===== src/rtl/daw_pkg.sv =====
// Shared definitions for the DAW output gain stages: gain scaling constants,
// the gain ramp state encoding and the audio sample type.
package daw_pkg;

  localparam int GAIN_UNITY = 8;
  localparam int GAIN_SHIFT = 3;

  typedef enum logic [1:0] {
    STEADY,
    MUTED,
    RAMP_UP,
    RAMP_DOWN
  } gain_state_t;

  typedef logic signed [15:0] sample_t;

endpackage


===== src/rtl/master_out_sat_shift.sv =====
// sat_shift: combinational arithmetic shift-right of a wide gain product,
// saturated to OUT_W bits, with a flag raised whenever saturation occurs.
module sat_shift
  import daw_pkg::*;
#(
  parameter int IN_W  = 21,
  parameter int OUT_W = 16,
  parameter int SHIFT = GAIN_SHIFT
) (
  input  logic signed [IN_W-1:0]  i_prod,
  output logic signed [OUT_W-1:0] o_data,
  output logic                    o_clip
);

  logic signed [IN_W-1:0] w_shifted;
  logic signed [IN_W-1:0] w_max;
  logic signed [IN_W-1:0] w_min;

  // Arithmetic shift floors toward minus infinity, so -1 * 1 / 8 stays -1.
  assign w_shifted = i_prod >>> SHIFT;
  assign w_max     = {{(IN_W-OUT_W+1){1'b0}}, {(OUT_W-1){1'b1}}};
  assign w_min     = {{(IN_W-OUT_W+1){1'b1}}, {(OUT_W-1){1'b0}}};

  always_comb begin
    o_clip = 1'b0;
    o_data = w_shifted[OUT_W-1:0];
    if (w_shifted > w_max) begin
      o_data = {1'b0, {(OUT_W-1){1'b1}}};
      o_clip = 1'b1;
    end else if (w_shifted < w_min) begin
      o_data = {1'b1, {(OUT_W-1){1'b0}}};
      o_clip = 1'b1;
    end
  end

endmodule


===== src/rtl/master_out.sv =====
// master_out: ramped master gain, saturation and held clip indicator.
// Define MASTER_OUT_CLIP_HOLD_EN to build the clip hold counter; otherwise clip_out is 0.
module master_out
  import daw_pkg::*;
#(
  parameter int WIDTH     = 16,
  parameter int GAIN_BITS = 4,
  parameter int CLIP_HOLD = 4800
) (
  input  logic                        clk_in,
  input  logic                        rst_in,
  input  logic                        sample_valid_in,
  input  logic signed [WIDTH-1:0]     data_in,
  input  logic        [GAIN_BITS-1:0] master_gain,
  input  logic                        mute_in,
  output logic signed [WIDTH-1:0]     data_out,
  output logic                        data_valid_out,
  output logic                        clip_out,
  output logic        [GAIN_BITS-1:0] gain_out
);

  localparam int PROD_W = WIDTH + GAIN_BITS + 1;

  gain_state_t                w_state;
  logic [GAIN_BITS-1:0]       w_target;
  logic [GAIN_BITS-1:0]       w_cur_nxt;
  logic [GAIN_BITS-1:0]       r_cur;
  logic signed [PROD_W-1:0]   w_prod;
  logic signed [PROD_W-1:0]   r_prod;
  logic                       r_v1;
  logic signed [WIDTH-1:0]    w_sat;
  logic                       w_clip;
  logic signed [WIDTH-1:0]    r_data;
  logic                       r_valid;

  assign w_target = mute_in ? '0 : master_gain;

  always_ff @(posedge clk_in) begin
    if (rst_in) begin
      r_cur <= '0;
    end else begin
      r_cur <= w_cur_nxt;
    end
  end

  // Classify against the target seen this cycle; step only on a sample strobe.
  always_comb begin
    w_state = STEADY;
    if (r_cur < w_target) begin
      w_state = RAMP_UP;
    end else if (r_cur > w_target) begin
      w_state = RAMP_DOWN;
    end else if (w_target == '0) begin
      w_state = MUTED;
    end
    w_cur_nxt = r_cur;
    if (sample_valid_in) begin
      case (w_state)
        RAMP_UP:   w_cur_nxt = r_cur + GAIN_BITS'(1);
        RAMP_DOWN: w_cur_nxt = r_cur - GAIN_BITS'(1);
        STEADY,
        MUTED:     w_cur_nxt = r_cur;
        default:   w_cur_nxt = r_cur;
      endcase
    end
  end

  always_comb begin
    gain_out = r_cur;
  end

  // The sample is scaled by the gain in force before this strobe's step.
  assign w_prod = PROD_W'(data_in) * PROD_W'($signed({1'b0, r_cur}));

  always_ff @(posedge clk_in) begin
    if (rst_in) begin
      r_prod <= '0;
      r_v1   <= 1'b0;
    end else begin
      r_v1 <= sample_valid_in;
      if (sample_valid_in) begin
        r_prod <= w_prod;
      end
    end
  end

  sat_shift #(
    .IN_W  (PROD_W),
    .OUT_W (WIDTH),
    .SHIFT (GAIN_SHIFT)
  ) u_sat (
    .i_prod (r_prod),
    .o_data (w_sat),
    .o_clip (w_clip)
  );

  always_ff @(posedge clk_in) begin
    if (rst_in) begin
      r_data  <= '0;
      r_valid <= 1'b0;
    end else begin
      r_valid <= r_v1;
      if (r_v1) begin
        r_data <= w_sat;
      end
    end
  end

  assign data_out       = r_data;
  assign data_valid_out = r_valid;

`ifdef MASTER_OUT_CLIP_HOLD_EN
  localparam int HOLD_W = $clog2(CLIP_HOLD + 1);

  logic [HOLD_W-1:0] r_hold;

  // A fresh clip reloads the hold even if a strobe would decrement it this cycle.
  always_ff @(posedge clk_in) begin
    if (rst_in) begin
      r_hold <= '0;
    end else if (r_v1 && w_clip) begin
      r_hold <= HOLD_W'(CLIP_HOLD);
    end else if (sample_valid_in && (r_hold != '0)) begin
      r_hold <= r_hold - HOLD_W'(1);
    end
  end

  assign clip_out = (r_hold != '0);
`else
  logic [1:0] w_unused_bits;

  assign w_unused_bits = {w_clip, (CLIP_HOLD > 0)};
  assign clip_out      = 1'b0;
`endif

endmodule


===== config.mk =====
export PLATFORM = sky130hd
export DESIGN_NAME = master_out
export DESIGN_NICKNAME = d
export VERILOG_FILES = /design/src/rtl/daw_pkg.sv /design/src/rtl/master_out_sat_shift.sv /design/src/rtl/master_out.sv
export SDC_FILE = /design/constraint.sdc
export NUM_CORES = 1
export LEC_CHECK = 0
export BUFFER_PORTS_ARGS = -buffer_cell sky130_fd_sc_hd__buf_2
export CAP_MARGIN = 10
export CORE_MARGIN = 5
export CORE_UTILIZATION = 60
export DETAILED_ROUTE_END_ITERATION = 10
export PLACE_DENSITY_LB_ADDON = 0.12
export SLEW_MARGIN = 10
export SYNTH_ARGS = -nofsm -noshare
export SYNTH_HDL_FRONTEND = slang
export SYNTH_SLANG_ARGS = --single-unit

===== constraint.sdc =====
create_clock -name clk_in -period 4.58 [get_ports clk_in]
set_input_delay 0.229 -clock clk_in [delete_from_list [all_inputs] [get_ports clk_in]]
set_output_delay 0.229 -clock clk_in [all_outputs]
set_load 0.05 [all_outputs]

==> results.sh <==
export IMPL_crit_slowest_cell="dfxtp_1"
export IMPL_cts_root_buf="clkbuf_8"
export IMPL_cts_sinks=40
export IMPL_diodes=0
export IMPL_critical_path_class="flop to flop"
export IMPL_cts_made_buffers=5
export IMPL_maxSlewViolCount=0
export IMPL_fin_crit_ns=4.03
export IMPL_cp_start_kind="flop"
export IMPL_crit_chain="and2_1 > ha_1 > fa_1 > inv_1 > fa_1 > inv_1 > ha_1 > a21oi_1 > nand2_1 > o2111ai_1 > o21ai_1 > a311oi_1 > o211ai_1"
export IMPL_drc=0
export IMPL_hold_buffers=0
export IMPL_tns_ns=0
export IMPL_initial_core_util_pct=61.7
export IMPL_antenna_found_initial=0
export IMPL_post_cts_resize_count=0
export IMPL_core_area_um2=6790
export IMPL_synth_avg_cell_area_um2=8.25
export IMPL_grt_ovfl_total=0
export IMPL_synth_most_common_cell="inv_1"
export IMPL_cts_buffer_depth=2
export IMPL_first_global_vias=3389
export IMPL_rows=30
export IMPL_die_area_um2=8760
export IMPL_yosysWarningCount=0
export IMPL_clk_pin_slew_ns=0.09
export IMPL_cp_required_ns=4.75
export IMPL_ys_seq_area_share_pct=19.1
export IMPL_first_pass_iters=4
export IMPL_fin_skew_ns=0.0104
export IMPL_antenna_left=0
export IMPL_slowest_delay_ns=0.68
export IMPL_drive_gt1_share_pct=11.9
export IMPL_wl_um=8650
export IMPL_vias_per_cell=5.39
export IMPL_syn_nets=610
export IMPL_drt_iter0_drc=196
export IMPL_grt_max_degree=43
export IMPL_num_nets_final=642
export IMPL_vias=3431
export IMPL_max_cap_viol_count=0
export IMPL_p_leak_nw=2.23
export IMPL_ir_worst_vdd_uv=205
export IMPL_synth_top_area_share_pct=19.1
export IMPL_synth_main_ff_cell="dfxtp_1"
export IMPL_synth_edf_count=0
export IMPL_total_power_mw=2.04
export IMPL_finalHoldViolations=0
export IMPL_hold_path_class="primary input to flop"
export IMPL_track_usage_pct=21.0
export IMPL_die_w_um=93.6
export IMPL_holdWs_ns=0.401
export IMPL_rsz0062_at_grt="no"
export IMPL_area_delta_synth_final_pct=9.19
export IMPL_worst_pin_slew_ns=0.798
export IMPL_clkLatencyLatePin_ns=0.30
export IMPL_synth_ff_latch_count=40
export IMPL_status="complete, no violations"
export IMPL_finalSetupViolCount=0
export IMPL_powerDensity_nw_per_um2=446
export IMPL_final_util_pct=67.4
export IMPL_dpl_hpwl_um=6820
export IMPL_arrival_ns=4.20
export IMPL_async_flop_share_pct=0
export IMPL_ioPinCount=46
export IMPL_cp_end_kind="flop"
export IMPL_grt_pass1_wl_um=15300
export IMPL_crit_path_max_fanout=20
export IMPL_place_gp_congestion=0.869
export IMPL_max_slew_margin_rel_pct=46.8
export IMPL_htreeDepth=2
export IMPL_synthesis_area_um2=4190
export IMPL_max_freq_mhz=248
export IMPL_wl_per_cell_um=13.6
export IMPL_netlist_instances=508
export IMPL_synth_distinct_cells=55
export IMPL_yosysTopAreaCell="dfxtp_1"
export IMPL_finalCritPeriodShare_pct=88.0
export IMPL_fp_dieH_um=93.6
export IMPL_cts_setup_buffers=0
export IMPL_synthTopCellsByCount="inv_1 (71), and2_1 (50), ha_1 (44)"
export IMPL_synth_area_top_cells="dfxtp_1 (19%), fa_1 (16%), ha_1 (13%)"
export IMPL_port_buffers=44
export IMPL_cts_tree="built"
-- critical path, delay by kind of cell (launching register included) --
family | cells | cell delay [ns]
buffers and inverters | 2 | 0.09
DFF | 1 | 0.68
and+or+nand+nor | 2 | 0.28
adders and majority gates | 4 | 1.66
AOI/OAI and AO/OA | 5 | 1.17
-- layer usage --
layer / track usage, % / vias up / share of wire, %
li1: - / 1740 / -
met1: 29.8 / 1601 / 49
met2: 34.4 / 82 / 46
met3: 2.98 / 8 / 5.0
met4: 4.21 / 0 / 0.75
met5: 0 / - / 0
-- registers in the layout (all words and copies together), names as in the netlist --
name / cells
gain_out: 4
r_v1: 1
data_out: 16
r_prod: 18
data_valid_out: 1
-- final cells by class --
| cell class | instances | area (um^2) |
|---|---|---|
| Clock inverter | 2 | 60.1 |
| Multi-Input combinational cell | 377 | 3040 |
| Sequential cell | 40 | 801 |
| Clock buffer | 5 | 68.8 |
| Inverter | 72 | 270 |
| Timing Repair Buffer | 44 | 220 |
| Tap cell | 96 | 120 |
| Fill cell | 577 | 2220 |
-- cells in the final DEF (no fill, tap or decap), types with 4 or more instances in the layout --
master	n
dfxtp_1	40
fa_1	34
a21oi_1	36
or3_1	5
o21ai_0	26
xnor2_1	12
buf_2	44
nand2b_1	23
o21ai_1	4
a21o_1	5
o211ai_1	4
nand4_1	7
nand3_1	8
nand2_1	40
and2_1	50
ha_1	44
inv_1	71
mux2i_1	6
nor2_1	21
nor2b_1	5
clkbuf_8	5
-- logic make-up after synthesis --
logic type | Yosys count | synth area share, %
AND/OR/NAND/NOR | 173 | 22.4
AO/OA/AOI/OAI | 104 | 15.9
buffers and inverters | 91 | 8.45
adder cells (fa/ha/maj) | 78 | 29.4
flip-flops | 40 | 19.1
XOR/XNOR | 14 | 2.93
multiplexers | 7 | 1.70
other | 1 | 0.0895
-- final timing paths --
path | startpoint | depth (start not counted) | slack (ns) | end
setup reg to reg | gain_out[2] | 13 | 0.55 | r_prod[20]
setup / recovery | gain_out[2] | 13 | 0.55 | r_prod[20]
hold / removal | sample_valid_in | 3 | 0.40 | r_prod[16]
hold reg to reg | r_prod[15] | 2 | 0.45 | r_prod[15]
-- report_power, final --
group / internal [mW] / total, mW / leakage, nW / switching, mW
sequential: 0.432 / 0.520 / 0.326 / 0.0884
clock: 0.215 / 0.352 / 0.0642 / 0.138
combinational: 0.456 / 1.17 / 1.84 / 0.714
total: 1.10 / 2.04 / 2.23 / 0.940
-- through the flow --
step	instances	cell area [um^2]	setup WS (ns)
6_report	636	4580	0.549
2_1_floorplan	508	4190	0.598
3_5_place_dp	629	4450	0.601
4_1_cts	636	4580	0.563
3_3_place_gp	629	4450	0.680
5_1_grt	636	4580	0.289
No activity file was read; power rests on OpenSTA's default activity.
